**config.mk**
```make
export PLATFORM = sky130hd
export DESIGN_NAME = ttl_74299_sync
export DESIGN_NICKNAME = d
export VERILOG_FILES = /design/src/rtl/ttl_pkg.sv /design/src/rtl/ttl_cen_edge.sv /design/src/rtl/ttl_74299_sync.sv
export SDC_FILE = /design/constraint.sdc
export NUM_CORES = 1
export LEC_CHECK = 0
export BUFFER_PORTS_ARGS = -buffer_cell sky130_fd_sc_hd__buf_4
export CORE_AREA = 2 2 39 41
export CTS_CLUSTER_DIAMETER = 100
export DETAILED_ROUTE_END_ITERATION = 8
export DIE_AREA = 0 0 41 43
export PLACE_DENSITY = 0.68
export SYNTH_ARGS = -nofsm -noshare
export SYNTH_HDL_FRONTEND = slang
export SYNTH_SLANG_ARGS = --single-unit
```
**constraint.sdc**
```tcl
create_clock -name CP -period 1.5 [get_ports CP]
set_clock_uncertainty 0.2 [all_clocks]
set_input_delay 0.075 -clock CP [delete_from_list [all_inputs] [get_ports CP]]
set_output_delay 0.075 -clock CP [all_outputs]
set_load 0.005 [all_outputs]
```
**src/rtl/ttl_pkg.sv**
```systemverilog
// Shared definitions for the synchronous TTL library models.
// Mode encodings are common to the universal shift register family.
package ttl_pkg;

    localparam logic [1:0] MODE_HOLD = 2'b00;
    localparam logic [1:0] MODE_SHR  = 2'b01;
    localparam logic [1:0] MODE_SHL  = 2'b10;
    localparam logic [1:0] MODE_LOAD = 2'b11;

endpackage

```
**src/rtl/ttl_cen_edge.sv**
```systemverilog
// Rising-edge detector for the chip clock enable.
// History tracks Cen every cycle; only Reset_n overrides it.
module ttl_cen_edge #(
    parameter logic RST_VAL = 1'b1
) (
    input  logic CP,
    input  logic Reset_n,
    input  logic Cen,
    output logic cen_rise
);

    logic last_q;

    always_ff @(posedge CP) begin
        if (!Reset_n) begin
            last_q <= RST_VAL;
        end else begin
            last_q <= Cen;
        end
    end

    assign cen_rise = Cen & ~last_q;

endmodule

```
**src/rtl/ttl_74299_sync.sv**
```systemverilog
// 74299 8-bit universal shift/storage register, split-bus synchronous model.
// Advances only on a rising edge of Cen; MR_n clears regardless of Cen.
module ttl_74299_sync
    import ttl_pkg::*;
#(
    parameter int   WIDTH        = 8,
    parameter logic LAST_CEN_RST = 1'b1
) (
    input  logic             CP,
    input  logic             Reset_n,
    input  logic             Cen,
    input  logic             MR_n,
    input  logic             S0,
    input  logic             S1,
    input  logic             DS0,
    input  logic             DS7,
    input  logic             OE1_n,
    input  logic             OE2_n,
    input  logic [WIDTH-1:0] IO_in,
    output logic [WIDTH-1:0] IO_out,
    output logic             IO_oe,
    output logic             Q0s,
    output logic             Q7s
);

    logic [WIDTH-1:0] q_q;
    logic [WIDTH-1:0] q_d;
    logic [1:0]       mode;
    logic             cen_rise;

    assign mode = {S1, S0};

    ttl_cen_edge #(
        .RST_VAL (LAST_CEN_RST)
    ) u_cen_edge (
        .CP       (CP),
        .Reset_n  (Reset_n),
        .Cen      (Cen),
        .cen_rise (cen_rise)
    );

    always_comb begin
        q_d = q_q;
        if (!MR_n) begin
            q_d = '0;
        end else if (cen_rise) begin
            unique case (1'b1)
                (mode == MODE_HOLD): q_d = q_q;
                (mode == MODE_SHR):  q_d = {q_q[WIDTH-2:0], DS0};
                (mode == MODE_SHL):  q_d = {DS7, q_q[WIDTH-1:1]};
                (mode == MODE_LOAD): q_d = IO_in;
                default:             q_d = q_q;
            endcase
        end
    end

    always_ff @(posedge CP) begin
        if (!Reset_n) begin
            q_q <= '0;
        end else begin
            q_q <= q_d;
        end
    end

    assign IO_out = q_q;
    assign Q0s    = q_q[0];
    assign Q7s    = q_q[WIDTH-1];
    // Never drive the bus while loading from it.
    assign IO_oe  = ~OE1_n & ~OE2_n & ~(S0 & S1);

endmodule

```
==> results.md <==
Critical path:
- The critical path capture point type is a flop.
- The element type at the critical path start is a primary input.
- The required arrival time at the worst endpoint is 1450 ps.
- At the worst endpoint, the arrival time is approximately 1300 ps.
- The type of the worst setup path is primary input to flop.
- Of all nets on the critical path, the largest fanout is 3.

Clock network:
- The clock reaches the later pin of the worst-skew pair after approximately 260 ps.
- In this run the number of H-tree levels came out at 1.
- The number of sinks driven by the clock tree is 9.
- Counting along the longest clock path gives a buffer depth of 2.
- In this run, CTS created clock tree buffers numbering 3.
- After clock tree synthesis, the repair step resized 0 gates.
- The clock-pin slew on the worst setup and hold paths is 70 ps.
- The CTS tree is done.
- The cell sitting at the root of the clock tree is a clkbuf_4.

Detailed routing:
- The average wire length per cell after detail routing is 12.3 um.
- Once detail routing completed, the nets flagged for antenna violations numbered 0.
- The remaining routing DRC violations is 0.
- Using the TritonRoute via totals, the vias-per-cell ratio works out to between 5 and 6.
- The routed layout has ~520 vias.
- The pre-antenna-repair detailed-routing pass consisted of 4 iterations.
- The routed design has approximately 1200 um of wire.
- For this block, the initial DRC count from the detailed router was 14.

Pwr:
- The proportion of total power due to net switching is 0.263.
- The sequential share of power is 0.450.
- The share of total power dissipated in the clock network is 0.353.
- Of the total power, combinational logic draws 0.196.
- The peak supply drop is approximately 0.5 mV.
- The internal power is 0.403 mW.
- For this design the total switching power over the nets is roughly 0.14 mW.
- The analysis attributes to cell leakage a power of approximately 0.37 nW.
- The power density over cell area is about 710 nW/um^2.

Yosys:
- The complex-gate fraction of the synthesized area is 0.272.
- The register bit count reported by yosys is 9.
- The most instantiated flip-flop cell in the synthesis netlist is dfxtp_1.
- After synthesis, the cell types taking the most area are dfxtp_1 (35%), mux2i_1 (16%), a22o_1 (14%).
- In the synthesized netlist, the number of instances is 53.
- The library cell with the largest summed area after synthesis is dfxtp_1.
- In this run, distinct cell masters in the synthesized netlist total 14.
- The most common cell in the synthesized netlist is dfxtp_1.
- Of the total synthesized cell area, the portion taken by XOR and XNOR cells is 0.
- The post-synthesis share of cell area spent on full adders, half adders and majority gates is 0.
- Averaged over all synthesized cells, the footprint is about 9.6 sq um.
- The simple-gate portion of the synthesized area is 0.137.
- The fraction of registers with async set or reset after synthesis is 0.
- The multiplexer area fraction after synthesis is 0.157.
- The combinational family with the most area after synthesis is compound AO/OA/AOI/OAI gates.
- The share of the Yosys chip area taken by registers is 0.353.
- The top cell type's share of synthesized area is 0.353.
- After synthesis the cells add up to just over 500 sq um.
- The commonest cells after synthesis are dfxtp_1 (9), a21oi_1 (8), a22o_1 (8), mux2i_1 (8), nor2_1 (8).
- The number of nets handed over by synthesis was between 70 and 80.
- The count of flip-flops with a built-in enable after synthesis is 0.
- The Yosys warning count is 0.

Timing:
- The measured slew at the worst slew-check pin is approximately 450 ps.
- Setup violations remaining at the end of the flow were counted as 0.
- Headroom to the max-slew limit came out at 0.695.
- The count of final max-slew check failures is 0.
- The number of endpoints with negative hold slack in the final report came to 0.
- After layout, the worst setup slack is around 130 ps.
- The achievable clock frequency is approximately 0.73 GHz.
- After routing, the total negative slack on setup checks comes to 0 ps.
- In the finished design, the share of the clock period the worst path needs comes to 0.913.
- Setup repair after global routing left no endpoint under its margin.
- The shortest period the worst path allows is 1370 ps.

Floorplan:
- The die covers roughly 1800 sq um.
- The die is just over 40 um wide.
- The die span in y is around 43 um.
- The effective utilization at floorplan is 0.369.
- The count of boundary I/O pins is 29.
- The cell row count is 14.
- The area of the core is between 1000 and 1500 sq um.

Global route:
- The layer with the highest usage after global routing is met1.
- For this run, global-route usage on met1 was measured as 0.216.
- The sum of overflow across all layers after global routing is 0.
- Entering global routing, the biggest net connects 18 pins.
- The met3 usage is 0.0471.
- For met2 alone, demand over resource in global routing was 0.175.
- The number of global-route vias before repair came to 390.
- The number of antenna violations at the first check in global routing is 0.
- The total global-route track usage is 0.144.
- The first global-routing pass estimated 1720 um of wire.

Place:
- Before CTS, the worst setup slack after placement is about 200 ps.
- The count of input and output buffers is 28.
- The congestion estimate from routability-driven global placement came to 0.745.

Cells and area:
- Relative to the synthesized area, the layout overhead comes to 50.5%.
- The share of cells above drive strength 1 is 0.429.
- The number of nets in the final layout is between 100 and 150.
- 0 antenna diodes ended up in the layout.

Run:
- The number of max-capacitance violations reported is 0.

Hold path:
- The min-delay analysis places its worst path in the category primary input to flop.

Run status:
- The flow ran to the end, and the final reports show no timing, DRC or antenna violations.
layout make-up:
cell class	count	area (sq um)
flip-flops and latches	9	180
multi-input cells	38	289
repair buffers	32	248
clock buffers	3	22.5
well taps	16	20.0
clock inverters	1	5.00
inverters	1	3.75
fillers	132	616
stage by stage:
step	hold slack, ps	total power, mW	util	instances	cell area (sq um)
after floorplan	-55.2	0.307	-	53	510
after global placement	70.0	0.352	0.514	93	711
after detailed placement	70.6	0.352	0.514	93	711
after CTS	21.9	0.552	0.555	100	768
after global routing	44.0	0.575	0.555	100	768
final	30.2	0.547	0.555	100	768
final timing paths:
check / endpoint / startpoint / depth (start not counted) / slack (ps)
worst max-delay path: u_cen_edge.last_q / Reset_n / 4 / 130
worst min-delay path: IO_out[2] / IO_in[2] / 4 / 30
worst max register to register: IO_out[3] / u_cen_edge.last_q / 2 / 170
worst min register to register: IO_out[4] / IO_out[4] / 1 / 340
worst max-delay path, cell delays in order:
cell           delay (ps)
dlygate4sd3_1         530
buf_4                 120
nand2_1                50
dlygate4sd3_1         550
cell families after synthesis:
kind of cell    Yosys count
mux                       8
buf+inv                   6
simple gates             12
compound gates           18
flops                     9
placed cells by master (no fill, tap or decap):
| cell | instances |
|---|---|
| buf_4 | 29 |
| dfxtp_1 | 9 |
| mux2i_1 | 8 |
| nor2_1 | 8 |
| a21oi_1 | 8 |
| a22o_1 | 8 |
| clkbuf_4 | 3 |
| dlygate4sd3_1 | 3 |
| nand2_1 | 2 |
| a211oi_1 | 1 |
| inv_1 | 1 |
| nor2_4 | 1 |
| nor4_4 | 1 |
| o311a_4 | 1 |
| clkinv_2 | 1 |
flip-flops by register name (all words and copies together), names as in the netlist:
register / flops
u_cen_edge.last_q: 1
IO_out: 8
power by group through the flow:
stage               Sequential (mW)  Clock (mW)  Combinational [mW]
global route                  0.247       0.213               0.115
detailed placement            0.252           0               0.101
floorplan                     0.251           0              0.0556
finish                        0.246       0.193               0.107
global placement              0.251           0               0.100
CTS                           0.246       0.198               0.107
timing repair:
item | CTS | global route
setup endpoints to repair | 0 | 0
buffers inserted | 0 | 0
hold endpoints to repair | 2 | 0
hold buffers | 3 | 0
layer usage:
| layer | wire [um] | share of wire | up-vias |
|---|---|---|---|
| li1 | - | - | 256 |
| met1 | 580 | 0.47 | 234 |
| met2 | 515 | 0.42 | 24 |
| met3 | 121 | 0.099 | 2 |
| met4 | 10 | 0.0081 | 0 |
| met5 | 0 | 0 | - |
No activity file was read; power rests on OpenSTA's default activity.
